File: src/rtl/regfile_sb.sv
// regfile_sb: two-read/one-write register file with per-entry pending (scoreboard) bits and a post-reset clear sequence
//   clk          rising-edge clock
//   reset        synchronous active-low reset; restarts the clear sequence
//   we/wsel/wdata write port; also clears pending[wsel]
//   rsv/rsel     reserve port; sets pending[rsel]
//   asel/bsel    read selects; adata/bdata and apend/bpend are combinational
//   ready        low while clearing, high once every entry has been zeroed
module regfile_sb #(
    parameter int DW       = 32,
    parameter int AW       = 4,
    parameter bit ZERO_EN  = 1'b1,
    parameter int ZERO_IDX = (1 << AW) - 1,
    parameter bit BYPASS   = 1'b1
) (
    input  logic          clk,
    input  logic          reset,
    input  logic          we,
    input  logic [AW-1:0] wsel,
    input  logic [DW-1:0] wdata,
    input  logic          rsv,
    input  logic [AW-1:0] rsel,
    input  logic [AW-1:0] asel,
    input  logic [AW-1:0] bsel,
    output logic [DW-1:0] adata,
    output logic [DW-1:0] bdata,
    output logic          apend,
    output logic          bpend,
    output logic          ready
);
    localparam int N = 1 << AW;
    localparam logic [AW-1:0] ZI = AW'(ZERO_IDX);
    typedef enum logic {CLEAR, RUN} state_t;
    state_t          state_q;
    logic [AW:0]     ctr_q;
    logic            ready_q;
    logic [DW-1:0]   regs_q [N];
    logic [N-1:0]    pend_q, pend_d;
    logic [AW-1:0]   ctr_idx;
    logic            wr, rs, zero_a, zero_b, fwd_a, fwd_b;
    assign ctr_idx = ctr_q[AW-1:0];
    // ready_q doubles as the RUN indicator; reset gating keeps a RUN-state write from landing on the reset edge
    assign wr = reset && ready_q && we && !(ZERO_EN && wsel == ZI);
    assign rs = reset && ready_q && rsv && !(ZERO_EN && rsel == ZI);
    // counter is one bit wider than the index so the terminal compare cannot alias back to entry 0
    always_ff @(posedge clk) begin
        if (!reset) begin
            state_q <= CLEAR;
            ctr_q   <= '0;
            ready_q <= 1'b0;
        end else if (state_q == CLEAR) begin
            ctr_q <= ctr_q + (AW+1)'(1);
            if (ctr_q == (AW+1)'(N-1)) begin
                state_q <= RUN;
                ready_q <= 1'b1;
            end
        end
    end
    always_ff @(posedge clk) begin
        if (state_q == CLEAR) regs_q[ctr_idx] <= '0;
        else if (wr) regs_q[wsel] <= wdata;
    end
    // reservation applied after the write so a same-cycle write+reserve leaves the entry pending
    always_comb begin
        pend_d = pend_q;
        if (state_q == CLEAR) pend_d[ctr_idx] = 1'b0;
        else begin
            if (wr) pend_d[wsel] = 1'b0;
            if (rs) pend_d[rsel] = 1'b1;
        end
    end
    always_ff @(posedge clk) pend_q <= pend_d;
    assign zero_a = ZERO_EN && asel == ZI;
    assign zero_b = ZERO_EN && bsel == ZI;
    assign fwd_a  = BYPASS && ready_q && we && wsel == asel;
    assign fwd_b  = BYPASS && ready_q && we && wsel == bsel;
    assign adata  = (!ready_q || zero_a) ? '0 : fwd_a ? wdata : regs_q[asel];
    assign bdata  = (!ready_q || zero_b) ? '0 : fwd_b ? wdata : regs_q[bsel];
    assign apend  = ready_q && !zero_a && !fwd_a && pend_q[asel];
    assign bpend  = ready_q && !zero_b && !fwd_b && pend_q[bsel];
    assign ready  = ready_q;
endmodule
File: config.mk
export PLATFORM = sky130hd
export DESIGN_NAME = regfile_sb
export DESIGN_NICKNAME = d
export VERILOG_FILES = /design/src/rtl/regfile_sb.sv
export SDC_FILE = /design/constraint.sdc
export NUM_CORES = 1
export LEC_CHECK = 0
export CORE_ASPECT_RATIO = 0.8
export CORE_MARGIN = 4
export CORE_UTILIZATION = 35
export CTS_CLUSTER_DIAMETER = 150
export DETAILED_ROUTE_END_ITERATION = 12
export PLACE_DENSITY_LB_ADDON = 0.12
export SLEW_MARGIN = 15
export SYNTH_ARGS = -nofsm -noshare
export SYNTH_HDL_FRONTEND = slang
export SYNTH_SLANG_ARGS = --single-unit
File: constraint.sdc
create_clock -name clk -period 4.5 [get_ports clk]
set_input_delay 1.35 -clock clk [delete_from_list [all_inputs] [get_ports clk]]
set_output_delay 1.35 -clock clk [all_outputs]
set_load 0.02 [all_outputs]
== Word-level counts from Yosys, hierarchy flattened ==
Memories as Yosys holds them, arrays and structs flattened.
Index checks and enable logic that the tools add are counted.
Cells by class
  equal/unequal tests: 7
  reductions and logical operators: 28
  add/sub/neg operators: 1
  multiplexer cells: 27
  $lt $le $gt $ge: 8
  bitwise operators: 6
Operators with widths (number)
  $mux W32: 5
  $mux W16: 4
  $and A16 B16 Y16: 2
  $not A16 Y16: 2
  $reduce_or A32 Y1: 1
  $lt A4 B5 Y1 const B: 5
  $logic_and A1 B1 Y1: 17
  $eq A4 B4 Y1 const B: 4
  $or A16 B16 Y16: 1
  $demux W1 S4: 3
  $ge A4 B1 Y1 const B: 3
  $mux W1: 12
  $bmux W1 S4: 2
  $eq A4 B4 Y1: 2
  $logic_not A1 Y1: 7
  $add A5 B1 Y5 const B: 1
  $eq A5 B4 Y1 const B: 1
  $mux W4: 1
  $logic_or A1 B1 Y1: 2
  $reduce_and A2 Y1: 1
  $not A1 Y1: 1
Word-level totals
  logic and storage cells: 82
  flip-flop bits (word level): 23
  memories kept: 1
  input port bits: 52
  RAM bits: 512
  output and inout port bits: 67
Memory list
  regs_q: words 16, bits a word 32, read ports 2, clocked after Yosys merged registers in 0, write ports 1, RTL line 36  | logic [DW-1:0] regs_q [N];

== Logic depth before layout (Yosys ltp) ==
  depth in word-level cells: 11
  gate-level depth with buffers: 9
  mapped depth without buffers: 5

== Worst setup path before layout ==
No wires, ideal clock.
  path kind: input port to output port
  start: input port asel[1]
  end: output port apend
  path buffers: 3
  setup slack: 0.157 ns
  data required time: 3.150 ns
  stages on the path: 6
  arrival: 2.993 ns
  cell sequence: buf_2 > buf_4 > clkbuf_1 > mux4_2 > mux4_2 > and2_1
On the way
  longest elaborated chain between the ends: 5
  elaborated cells between the ends (all ways): 10
RTL lines
  start: declaration: RTL line 22  | input logic [AW-1:0] asel,
  branches (longest 4 deep; another with $bmux W1 S4)
  $logic_and A1 B1 Y1 *: RTL line 78  | assign apend = ready_q && !zero_a && !fwd_a && pend_q[asel];
  end: declaration: RTL line 26  | output logic apend,
Every way passes the cells marked *. The select of a mux whose other input is x is not followed.

== Final worst setup path ==
  start: input port bsel[0]
  end: output port bdata[29]
On the way
  longest elaborated chain between the ends: 4
  elaborated cells between the ends (all ways): 7
RTL lines
  start: declaration: RTL line 23  | input logic [AW-1:0] bsel,
  branches (longest 3 deep; another with $mem_v2 Z16 W32)
  $mux W32 *: RTL line 77  | assign bdata = (!ready_q || zero_b) ? '0 : fwd_b ? wdata : regs_q[bsel];
  end: declaration: RTL line 25  | output logic [DW-1:0] bdata,
Every way passes the cells marked *.

==> results_dict.tcl <==
set metrics [dict create \
    grt-ovfl-total 0 \
    die_h_um 253 \
    synth_ff_type "edfxtp_1" \
    regToRegStartpoint "state_q" \
    crit_arrival_ns 3.13 \
    rr_worst_depth 5 \
    clockBufferDepth 3 \
    fmax_mhz 223 \
    numCtsBuffers 59 \
    tightest_slew_ns 1.12 \
    firstDrtPassIters 5 \
    netlist.area_leader.share 0.587 \
    fp.dieW_um 314 \
    syn_to_final_growth_pct 26.2 \
    worstSetupEndpointType "output port" \
    grt_start_max_net_pins 33 \
    status "complete, no violations" \
    fin_crit_sh 0.997 \
    synth_nets 1516 \
    ant_nets 0 \
    grt_first_pass_wirelength_mm 119 \
    period_minus_slack_ns 4.48 \
    critPathSlowestCell "mux4_2" \
    async_flop_share 0 \
    antenna_found_initial 0 \
    hp-start "pend_q[15]" \
    cp-start-kind "input pin" \
    grt.total_usage 0.206 \
    ys_types 43 \
    dpl.hpwl_mm 48.6 \
    synth-edff-count 512 \
    avgSynthCellArea_um2 18.0 \
    drv_slew 0 \
    synthCells 1459 \
    min_path_type "flip-flop to flip-flop" \
    die_area_um2 79300 \
    ir_drop_v 0.000326 \
    holdPathStages 1 \
    finalSetupViolCount 0 \
    yosys.area.top_type "edfxtp_1" \
    cpPeakStageDelay_ns 0.47 \
    cts_tree "done" \
    fillers 6475 \
    yosysMostFrequentCell "edfxtp_1" \
    power_leakage_uw 0.0108 \
    core-area_um2 73900 \
    drt_iter0_markers 1658 \
    rsz0062_at_grt "yes" \
    yosysWarningCount 0 \
    finalPower_uw 11300 \
    clockRootBuffer "clkbuf_16" \
    place_area_um2 30200 \
    path_max_fanout 6 \
    fin_nets 1822 \
    grt_pass1_vias 16600 \
    syn_area_um2 26200 \
    max_cap_violations 0 \
    r2r-end "regs_q[0][17]" \
    stdcell_area_um2 33100 \
    slew_headroom 0.254 \
    start_util 0.354 \
    required_ns 3.15 \
    via_per_inst 5.72 \
    power_density_nw_per_um2 342 \
    io_pins 119 \
    htree_levels 2 \
    drc 0 \
    ff2ff_setup_slack_ns 1.34 \
    io_buffers 118 \
    ys_top_cells_by_area "edfxtp_1, mux4_2, mux2i_1" \
    critical_path_class "input pin to output port" \
    synth_common_cells "edfxtp_1, mux4_2, nand2_1, mux2i_1, nor2b_1" \
    clkTransAtPathRegs_ns 0.06 \
    fin_setup_tns_ns 0 \
    gp_congestion 0.780 \
    post_drt_wl_per_cell_um 29.3 \
    synth_seq_cells 535 \
    clk_latency_ns 0.63 \
    wl_mm 82.5 \
    rows 89 \
    cts.sinks 535 \
    min_to "pend_q[15]" \
    skew_ns 0.0271 \
    num_vias 16100 \
    seq_area_frac_synth 0.604 \
    hold_violations 0 \
    n_antenna_cell 0 \
    path_cells "buf_16 > buf_16 > buf_4 > mux4_2 > nor2b_1 > a211o_1 > a32o_1 > buf_4" \
    drive_above_1_share 0.395 \
]
## state kept, by name, summed over array words and instances (netlist names)
signal and cells:
regs_q 512, pend_q 16, ctr_q 5, state_q 1, ready 1
## power breakdown
part | switching [uW] | internal (uW)
Combinational | 524 | 535
Clock | 2030 | 2680
Sequential | 41.7 | 5490
## layer usage
layer  track usage  up-vias  wire length, um
met5             0        -                0
met4        0.0515        0             1760
met3        0.0384       97             5160
met2         0.325      543            38500
met1         0.298     8668            37100
li1              -     6776                -
## through the flow
stage / setup WS [ns] / utilization / std cells / hold WS [ns]
floorplan: 0.157 / - / 1459 / 0.451
global placement: -0.645 / 0.408 / 2638 / 0.471
detailed placement: -0.571 / 0.408 / 2638 / 0.475
CTS: 0.00135 / 0.445 / 2779 / 0.484
global route: -0.0143 / 0.447 / 2812 / 0.499
finish: 0.0155 / 0.447 / 2812 / 0.481
## layout make-up
type | instances | area (um2) | area share
sequential | 535 | 15800 | 0.479
multi-input combinational | 795 | 9900 | 0.299
timing repair buffer | 369 | 4220 | 0.128
clock buffer | 68 | 1510 | 0.0457
tap | 1001 | 1250 | 0.0379
clock inverter | 39 | 343 | 0.0104
inverter | 5 | 18.8 | 0.000567
## worst max path at each step
stage | from | end | slack [ns] | cells after the start
6_report | bsel[0] | bdata[29] | 0.02 | 8
3_5_place_dp | wsel[1] | adata[0] | -0.57 | 8
5_1_grt | bsel[0] | bdata[29] | -0.01 | 8
2_1_floorplan | asel[1] | apend | 0.16 | 6
4_1_cts | bsel[0] | bdata[20] | 0.001 | 7
3_3_place_gp | wsel[2] | adata[0] | -0.64 | 8
## worst max-delay path, delay by kind of cell
kind	cells	cell delay [ns]
AND/OR/NAND/NOR	1	0.14
AO/OA/AOI/OAI	2	0.56
buffers and inverters	4	0.59
multiplexers	1	0.47
## what timing repair did
action / 4_1_cts / 5_1_grt
pin swaps: 6 / 5
buffers inserted: 18 / 30
hold buffers: 0 / 0
endpoints found under the setup margin: 66 / 52
cloned: 16 / 3
resized for setup: 290 / 68
## cell families (layout without fill, tap and decap cells)
family,count (synthesis),count (layout),share of synthesized area
compound gates,189,189,0.0586
simple gates,256,256,0.0504
xor+xnor,10,10,0.00334
fa+ha+maj,5,5,0.00239
flops,535,535,0.604
buf+inv,129,481,0.0261
mux,335,335,0.255
## layout by cell type (no fill, tap or decap), types with 5 or more instances in the layout
| cell | n |
|---|---|
| bufinv_16 | 5 |
| clkbuf_16 | 62 |
| a211o_1 | 62 |
| buf_2 | 40 |
| nand3_1 | 8 |
| ha_1 | 5 |
| nand2_1 | 93 |
| a21oi_1 | 31 |
| a32o_1 | 57 |
| inv_1 | 5 |
| and2_1 | 39 |
| o21ai_0 | 18 |
| buf_12 | 54 |
| nor2_4 | 16 |
| dfxtp_1 | 23 |
| mux4_2 | 266 |
| xor2_1 | 8 |
| a32o_2 | 5 |
| buf_6 | 11 |
| clkbuf_2 | 8 |
| clkbuf_1 | 9 |
| clkinv_2 | 9 |
| clkinv_1 | 18 |
| clkdlybuf4s50_1 | 40 |
| mux2i_1 | 61 |
| nor2b_1 | 66 |
| buf_4 | 170 |
| mux2i_2 | 8 |
| edfxtp_1 | 512 |
| buf_16 | 29 |
Power figures use the tool's default switching activity.
